<file path="src/rtl/vga_pkg.sv">
// Shared definitions for the VGA sync path: counter width, decoder states and
// the 640x480 raster constants used by the generator and the decoder.
package vga_pkg;

  localparam int CW_DEF = 11;

  typedef enum logic [1:0] {
    ST_SEARCH = 2'd0,
    ST_TRACK  = 2'd1,
    ST_LOCKED = 2'd2
  } state_t;

  localparam int H_TOTAL = 800;
  localparam int H_SYNC  = 96;
  localparam int V_TOTAL = 525;
  localparam int V_SYNC  = 2;

endpackage

</file>
<file path="src/rtl/sync_edge_det.sv">
// Brings one sync input into the clk domain and reports its leading/trailing
// edges, judged against the level last seen on a pixel strobe.
module sync_edge_det import vga_pkg::*; #(
  parameter bit SYNC_POL = 1'b1
) (
  input  logic clk,
  input  logic rst,
  input  logic pix_en,
  input  logic din,
  output logic rise,
  output logic fall
);

  logic [1:0] sync_pipe;
  logic       act;
  logic       prev;

  // Synchroniser runs every clk; only the edge reference waits for pix_en.
  always_ff @(posedge clk) begin
    if (rst) begin
      sync_pipe <= '0;
      prev      <= 1'b0;
    end else begin
      sync_pipe <= {sync_pipe[0], din};
      if (pix_en) prev <= act;
    end
  end

  assign act  = (sync_pipe[1] == SYNC_POL);
  assign rise = pix_en & act & ~prev;
  assign fall = pix_en & ~act & prev;

endmodule

</file>
<file path="src/rtl/vga_sync_decoder.sv">
// Receive-side VGA timing checker: measures line/pulse/frame lengths, tracks
// pixel and line position, and declares lock after repeated identical frames.
module vga_sync_decoder import vga_pkg::*; #(
  parameter int CW          = CW_DEF,
  parameter bit SYNC_POL    = 1'b1,
  parameter int LOCK_FRAMES = 2
) (
  input  logic          clk,
  input  logic          rst,
  input  logic          pix_en,
  input  logic          hs_in,
  input  logic          vs_in,
  output logic [CW-1:0] h_pos,
  output logic [CW-1:0] v_pos,
  output logic [CW-1:0] line_len,
  output logic [CW-1:0] hs_width,
  output logic [CW-1:0] frame_lines,
  output logic          locked,
  output logic          err
);

  localparam int NUM_SYNC = 2;
  localparam int MW = (LOCK_FRAMES < 1) ? 1 : $clog2(LOCK_FRAMES + 1);
  localparam logic [CW-1:0] CNT_MAX = '1;

  logic [NUM_SYNC-1:0] sync_raw, rise, fall;
  logic                hs_rise, hs_fall, vs_rise;
  logic                unused_vs_fall;

  assign sync_raw = {vs_in, hs_in};

  for (genvar i = 0; i < NUM_SYNC; i++) begin : g_sync
    sync_edge_det #(.SYNC_POL(SYNC_POL)) u_det (
      .clk    (clk),
      .rst    (rst),
      .pix_en (pix_en),
      .din    (sync_raw[i]),
      .rise   (rise[i]),
      .fall   (fall[i])
    );
  end

  assign hs_rise        = rise[0];
  assign hs_fall        = fall[0];
  assign vs_rise        = rise[1];
  assign unused_vs_fall = fall[1];

  logic          h_sat, v_sat, timeout;
  logic [CW-1:0] line_len_new, frame_lines_new;

  assign h_sat   = (h_pos == CNT_MAX);
  assign v_sat   = (v_pos == CNT_MAX);
  assign timeout = h_sat | v_sat;

  // Values the measurement registers take this strobe; the FSM judges these.
  assign line_len_new    = hs_rise ? h_pos + CW'(1) : line_len;
  assign frame_lines_new = vs_rise ? v_pos : frame_lines;

  always_ff @(posedge clk) begin
    if (rst) begin
      h_pos       <= '0;
      v_pos       <= '0;
      line_len    <= '0;
      hs_width    <= '0;
      frame_lines <= '0;
    end else if (pix_en) begin
      if (hs_rise) begin
        h_pos    <= '0;
        line_len <= line_len_new;
      end else if (!h_sat) begin
        h_pos <= h_pos + CW'(1);
      end
      if (hs_fall) hs_width <= h_pos + CW'(1);
      // VS outranks a coincident HS so frame_lines sees the pre-increment count.
      if (vs_rise) begin
        v_pos       <= '0;
        frame_lines <= v_pos;
      end else if (hs_rise && !v_sat) begin
        v_pos <= v_pos + CW'(1);
      end
    end
  end

  state_t        state, state_nxt;
  logic [MW-1:0] match_cnt, match_nxt;
  logic          ref_valid, rvalid_nxt;
  logic [CW-1:0] ref_line, ref_line_nxt;
  logic [CW-1:0] ref_frame, ref_frame_nxt;
  logic          err_nxt;

  always_ff @(posedge clk) begin
    if (rst) begin
      state     <= ST_SEARCH;
      match_cnt <= '0;
      ref_valid <= 1'b0;
      ref_line  <= '0;
      ref_frame <= '0;
      locked    <= 1'b0;
      err       <= 1'b0;
    end else begin
      state     <= state_nxt;
      match_cnt <= match_nxt;
      ref_valid <= rvalid_nxt;
      ref_line  <= ref_line_nxt;
      ref_frame <= ref_frame_nxt;
      locked    <= (state_nxt == ST_LOCKED);
      err       <= err_nxt;
    end
  end

  always_comb begin
    state_nxt     = state;
    match_nxt     = match_cnt;
    rvalid_nxt    = ref_valid;
    ref_line_nxt  = ref_line;
    ref_frame_nxt = ref_frame;
    err_nxt       = 1'b0;
    if (pix_en) begin
      if (timeout) begin
        err_nxt       = (state == ST_LOCKED);
        state_nxt     = ST_SEARCH;
        match_nxt     = '0;
        rvalid_nxt    = 1'b0;
        ref_line_nxt  = '0;
        ref_frame_nxt = '0;
      end else begin
        case (state)
          ST_SEARCH: begin
            if (vs_rise) begin
              state_nxt  = ST_TRACK;
              match_nxt  = '0;
              rvalid_nxt = 1'b0;
            end
          end
          ST_TRACK: begin
            if (vs_rise) begin
              ref_line_nxt  = line_len_new;
              ref_frame_nxt = frame_lines_new;
              rvalid_nxt    = 1'b1;
              if (ref_valid && line_len_new == ref_line &&
                  frame_lines_new == ref_frame) begin
                match_nxt = match_cnt + MW'(1);
                if (match_nxt == MW'(LOCK_FRAMES)) state_nxt = ST_LOCKED;
              end else begin
                match_nxt = '0;
              end
            end
          end
          ST_LOCKED: begin
            if ((hs_rise && line_len_new != ref_line) ||
                (vs_rise && frame_lines_new != ref_frame)) begin
              err_nxt       = 1'b1;
              state_nxt     = ST_TRACK;
              match_nxt     = '0;
              rvalid_nxt    = 1'b1;
              ref_line_nxt  = line_len_new;
              ref_frame_nxt = frame_lines_new;
            end
          end
          default: state_nxt = ST_SEARCH;
        endcase
      end
    end
  end

endmodule

</file>
<file path="config.mk">
export PLATFORM = sky130hd
export DESIGN_NAME = vga_sync_decoder
export DESIGN_NICKNAME = d
export VERILOG_FILES = /design/src/rtl/vga_pkg.sv /design/src/rtl/sync_edge_det.sv /design/src/rtl/vga_sync_decoder.sv
export SDC_FILE = /design/constraint.sdc
export NUM_CORES = 1
export LEC_CHECK = 0
export CAP_MARGIN = 10
export CORE_ASPECT_RATIO = 1.75
export CORE_MARGIN = 5
export CORE_UTILIZATION = 49
export CTS_BUF_LIST = sky130_fd_sc_hd__clkbuf_16
export DETAILED_ROUTE_END_ITERATION = 8
export PLACE_DENSITY = 0.76
export SYNTH_ARGS = -nofsm -noshare
export SYNTH_HDL_FRONTEND = slang
export SYNTH_SLANG_ARGS = --single-unit
export TNS_END_PERCENT = 20
</file>
<file path="constraint.sdc">
create_clock -name clk -period 2.5 [get_ports clk]
set_clock_uncertainty 0.1 [all_clocks]
set_input_delay 0.375 -clock clk [delete_from_list [all_inputs] [get_ports clk]]
set_output_delay 0.375 -clock clk [all_outputs]
set_load 0.02 [all_outputs]
</file>
==> results of run 1 <==
==> final cells by class <==
type | instances | area, um^2 | area share
Multi-Input combinational cell | 357 | 2530 | 0.394
Sequential cell | 90 | 1830 | 0.284
Timing Repair Buffer | 179 | 1530 | 0.238
Clock buffer | 10 | 250 | 0.0389
Tap cell | 117 | 146 | 0.0228
Inverter | 22 | 82.6 | 0.0129
Clock inverter | 6 | 53.8 | 0.00837
==> cell usage after synthesis, drive strengths merged, types with 2 or more instances <==
library cell,count,area (um^2)
a22oi,3,22.5
xnor2,26,228
o221ai,3,26.3
a21oi,20,100
dfxtp,90,1800
inv,22,82.6
a2bb2oi,2,17.5
a222oi,3,30.0
o21ai,23,115
buf,13,86.3
clkbuf,19,71.3
nand2b,8,50.1
a31oi,2,12.5
a221oi,3,26.3
a311oi,2,17.5
mux2,2,22.5
nand3,15,85.1
nand2,37,139
xor2,15,131
mux2i,16,173
or3,2,12.5
nor4,2,18.8
nor2b,9,56.3
or2,3,18.8
and2,7,43.8
and3,3,18.8
a2111oi,2,55.1
nand3b,5,50.1
ha,7,87.6
a211oi,17,128
a22o,11,96.3
o22ai,3,18.8
and3b,2,17.5
nand4,9,56.3
nor2,72,273
nor3,5,25.0
==> metal layers <==
| metal | GRT usage | vias to the layer above | wire, um |
|---|---|---|---|
| li1 | - | 2059 | - |
| met1 | 0.251 | 2100 | 4720 |
| met2 | 0.476 | 157 | 7500 |
| met3 | 0.0426 | 67 | 463 |
| met4 | 0.193 | 0 | 973 |
| met5 | 0 | - | 0 |
==> repair_timing <==
item                                   4_1_cts  5_1_grt
endpoints found under the hold margin        0        0
setup endpoints to repair                   29       34
pin swaps                                   12       11
setup buffers                                4        1
resized for setup                           14       11
==> power groups by stage <==
stage                     logic [mW]  registers, mW  clock network, mW
after floorplan                0.121           1.51                  0
after CTS                      0.255           1.46               1.39
after global placement         0.244           1.49                  0
after detailed placement       0.246           1.49                  0
after global routing           0.278           1.46               1.45
final                          0.261           1.46               1.38
==> flip-flops by register name, indices dropped and copies added, names as in the netlist <==
| signal | flops |
|---|---|
| g_sync.u_det.prev | 2 |
| hs_width | 11 |
| line_len | 11 |
| match_cnt | 2 |
| state | 2 |
| locked | 1 |
| g_sync.u_det.sync_pipe | 4 |
| v_pos | 11 |
| frame_lines | 11 |
| ref_line | 11 |
| h_pos | 11 |
| ref_frame | 11 |
| ref_valid | 1 |
| err | 1 |
==> logic make-up after synthesis <==
logic type      Yosys count  synth area share
flops                    90             0.410
fa+ha+maj                 7            0.0199
buf+inv                  54            0.0546
mux                      18            0.0444
compound gates          108             0.184
simple gates            183             0.206
xor+xnor                 41            0.0816
==> through the flow <==
step | setup WS, ns | hold WS, ns | cell area, um^2
after floorplan | -0.0656 | 0.314 | 4530
after global placement | -0.699 | 0.320 | 5960
after detailed placement | -0.762 | 0.330 | 5960
after CTS | -0.238 | 0.294 | 6360
after global routing | -0.395 | 0.329 | 6430
final | -0.241 | 0.304 | 6430
==> how the worst max path moves through the flow <==
| stage | cells past startpoint | end |
|---|---|---|
| floorplan | 10 | match_cnt[0] |
| global placement | 12 | match_cnt[0] |
| detailed placement | 11 | locked |
| CTS | 11 | locked |
| global route | 11 | locked |
| finish | 11 | locked |
==> impl_metrics.toml, run 1 <==
[placement]
place.gp.congestion = 0.935
port_buffers = 61
post-place-cells = 760
hpwl_um = 10400

[power]
p_leak_nw = 2.48
power_density_mw_per_mm2 = 482
p_int_mw = 2.39
seqPwrFrac = 0.471
irDropWorstVdd_uv = 407
combPwrFrac = 0.084
power.total_mw = 3.10
switching_share = 0.227
pwr-share-clk = 0.444
switchingPower_mw = 0.704

[die]
design.core.area_mm2 = 0.00873
fp.dieArea_mm2 = 0.0110
initial_core_util = 0.504
io_pins = 62
rows = 45
fp.dieH_um = 135
dieWidth_um = 81.6

[setup_path]
crit_family = "compound AO/OA/AOI/OAI gates"
reg2reg_from = "h_pos[0]"
worst_path_max_delay_cell = "dfxtp_4"
critical-path-max-stage-delay_ns = 0.36
r2r_cells = 11
crit_chain = "ha_4 > xnor2_4 > xor2_2 > o311ai_2 > a311oi_1 > nand3_1 > buf_4 > a2111oi_4 > a41oi_2 > and4bb_1 > and2_1"
r2r_end = "locked"
worst-path-buf-inv = 1
end_kind = "register"
worst_setup_path_start_kind = "register"
crit_type = "register to register"
cp.arrival_ns = 2.93
critPathLaunch = "h_pos[0]"
rrSetupSlack_ns = -0.24
required_ns = 2.69
cp_max_fo = 4

[clock_network]
clock_path_buffers = 2
htreeDepth = 3
cts_sinks = 90
clkTransAtPathRegs_ns = 0.06
numCtsBuffers = 9
cts_tree = "built"
clock-root-buffer = "clkbuf_16"
clk_latency_ns = 0.34
cts-hold-fix-buffers = 0

[sta]
hold_violations = 0
slew_viol_final = 0
rsz0062_at_grt = "yes"
fmax_mhz = 365
slew_headroom = 0.702
fin_crit_sh = 1.10
setup_viol = 27
min_period_ns = 2.74
tightest_slew_ns = 0.447
setup_ws_ns = -0.241
finalSetupTns_ns = -5.17

[route]
num_vias = 4383
drc = 0
wl_per_cell_um = 17.5
firstDrtPassIters = 5
routed_via_density = 5.61
routed_wl_um = 13700
ant_nets = 0
drt_iter0_markers = 226

[logic_synthesis]
async_flop_share = 0
synth_edf_count = 0
syn_nets = 513
synth.avg_cell_area_um2 = 8.78
ys_seq_elements = 90
syn-cell-area_mm2 = 0.00440
ys_seq_area_frac = 0.410
ys.flop_type = "dfxtp_1"
yosysWarnings = 0
syn_inst = 501
ys_types = 64

[run_status]
violations = "negative setup slack"
status = "complete, but fails checks"

[final_layout]
area_delta_synth_final_pct = 46.1
nFillCells = 644
final_common_cell = "buf_4"
final_cell_mix = "buf_4, dfxtp_1, nor2_1"
diodes = 0
post_layout_nonfiller_instances = 781
final_util = 0.736
fin_nets = 671
drive_gt1_frac = 0.270

[grt]
grt-ovfl-total = 0
antenna_found_initial = 0
grt_pass1_wl_um = 22000
track_usage = 0.261
grt_max_degree = 44
grt_pass1_vias = 4647

[min_path]
hold_path_end = "state[0]"
min_path_cells = 2
hold_start = "rst"
holdCritPathClass = "input pin to register"

[job]
maxCapViolCount = 0
Note: power is estimated with default switching activity, not from simulation.
==> run 2: changes to the inputs <==
Settings changed: CORE_ASPECT_RATIO 1.75 to 1.25, MAX_ROUTING_LAYER set to met4.
==> run 2 against run 1 <==
  * The run still ends with negative setup slack left
  * Sequential share of layout area about the same
  * Utilization fell by 0.35 points
  * Register-to-register slack barely moved
  * First-iteration DRC count fell by 9.3%
  * Clock power is 4% higher
  * Sequential cell count did not move
  * Fmax barely moved
  * Sequential power about the same
  * Wire length is 6.5% lower
  * Via count down 4.2%
==> impl_metrics.toml, run 2 (same netlist as run 1, synthesis figures left out) <==
[placement]
hpwl_um = 9640
port_buffers = 61
place_area_mm2 = 0.00590
place.gp.congestion = 0.959

[sta]
hold_violations = 0
setup_ws_ns = -0.241
setup_viol = 28
slew_headroom = 0.710
fin_crit_sh = 1.10
tightest_slew_ns = 0.435
rsz0062_at_grt = "yes"
fmax_mhz = 365
slew_viol_final = 0
min_period_ns = 2.74
finalSetupTns_ns = -4.82

[final_layout]
fin_nets = 658
drive_gt1_frac = 0.257
fin_area_mm2 = 0.00641
nFillCells = 682
final_common_cell = "buf_4"
diodes = 0
final_util = 0.733
multi_input_area_mm2 = 0.00258
area_delta_synth_final_pct = 45.7
regArea_mm2 = 0.00183
final_cell_mix = "buf_4, dfxtp_1, nor2_1"

[clock_network]
cts_tree = "built"
cts_sinks = 90
clkTransAtPathRegs_ns = 0.06
numCtsBuffers = 9
clock-root-buffer = "clkbuf_16"
clk_latency_ns = 0.34
htreeDepth = 3
cts-hold-fix-buffers = 0
clock_path_buffers = 2

[setup_path]
cp-endpoint = "match_cnt[0]"
required_ns = 2.63
worst_setup_path_start_kind = "register"
cp_max_fo = 6
end_kind = "register"
crit_chain = "ha_4 > and3_4 > xnor2_4 > a21o_1 > o221a_2 > o2111ai_2 > o31a_1 > o21ai_2 > a21oi_2 > mux2_1"
r2r_cells = 10
critPathLaunch = "h_pos[0]"
reg2reg_from = "h_pos[0]"
worst_path_max_delay_cell = "o31a_1"
critical-path-max-stage-delay_ns = 0.42
crit_type = "register to register"
cp.arrival_ns = 2.87
r2r_end = "match_cnt[0]"
rrSetupSlack_ns = -0.24

[grt]
grt_pass1_wl_um = 20800
grt_pass1_vias = 4234
grt_max_degree = 53
track_usage = 0.253
antenna_found_initial = 0
grt-ovfl-total = 0

[die]
fp.dieH_um = 116
initial_core_util = 0.503
dieWidth_um = 94.8
design.core.area_mm2 = 0.00875
rows = 38
io_pins = 62
fp.dieArea_mm2 = 0.0110

[power]
pwr-share-clk = 0.455
p_leak_nw = 2.44
switchingPower_mw = 0.695
combPwrFrac = 0.081
switching_share = 0.221
power_density_mw_per_mm2 = 491
p_int_mw = 2.45
power.total_mw = 3.15
irDropWorstVdd_uv = 328
seqPwrFrac = 0.464

[run_status]
violations = "negative setup slack"
status = "complete, but fails checks"

[route]
routed_via_density = 5.45
wl_per_cell_um = 16.6
routed_wl_um = 12800
firstDrtPassIters = 5
drc = 0
num_vias = 4198
ant_nets = 0
drt_iter0_markers = 205

[min_path]
holdCritPathClass = "register to register"

[job]
maxCapViolCount = 0
## run 2: layer usage
| metal | GRT usage | up-vias | share of wire |
|---|---|---|---|
| met3 | 0.0396 | 27 | 0.049 |
| met5 | - | - | 0 |
| li1 | - | 2051 | - |
| met4 | 0.105 | 0 | 0.027 |
| met1 | 0.266 | 1971 | 0.38 |
| met2 | 0.465 | 149 | 0.54 |
## run 2: worst min-delay path by stage
stage                                             from                            to  cells past startpoint  slack, ns
after global routing      g_sync[1].u_det.sync_pipe[0]  g_sync[1].u_det.sync_pipe[1]                      1       0.37
final                     g_sync[1].u_det.sync_pipe[0]  g_sync[1].u_det.sync_pipe[1]                      1       0.34
after CTS                 g_sync[1].u_det.sync_pipe[0]  g_sync[1].u_det.sync_pipe[1]                      1       0.35
after detailed placement  g_sync[1].u_det.sync_pipe[0]  g_sync[1].u_det.sync_pipe[1]                      1       0.33
after global placement    g_sync[0].u_det.sync_pipe[0]  g_sync[0].u_det.sync_pipe[1]                      1       0.32
after floorplan           g_sync[0].u_det.sync_pipe[0]  g_sync[0].u_det.sync_pipe[1]                      1       0.31
## run 2: critical path, delay by kind of cell (launching register included)
family	cells	cell delay [ns]
multiplexers	1	0.31
adder cells (fa/ha/maj)	1	0.19
XOR/XNOR	1	0.15
AO/OA/AOI/OAI	6	1.26
AND/OR/NAND/NOR	1	0.25
flip-flops	1	0.37
## run 2: area by class of cell
class	count	area share
sequential	90	0.285
multi-input combinational	357	0.402
clock inverter	4	0.00722
clock buffer	11	0.0429
timing repair buffer	166	0.226
inverter	22	0.0129
tap	120	0.0234
## run 2: power groups by stage
stage	clock network (mW)	registers [mW]	logic, mW
finish	1.43	1.46	0.254
global route	1.52	1.46	0.273
CTS	1.46	1.46	0.253
detailed placement	0	1.49	0.244
global placement	0	1.49	0.240
floorplan	0	1.51	0.121
## run 2: timing repair
action | CTS | global route
gates cloned | 0 | 0
setup endpoints to repair | 30 | 28
setup buffers | 4 | 0
resized for setup | 22 | 5
hold endpoints to repair | 0 | 0
pin swaps | 17 | 5
## run 2: through the flow
step	hold slack [ns]	setup WS, ns	cells
final	0.339	-0.241	770
after global routing	0.365	-0.360	770
after CTS	0.347	-0.215	770
after detailed placement	0.333	-0.812	751
after global placement	0.324	-0.739	751
after floorplan	0.314	-0.0656	501
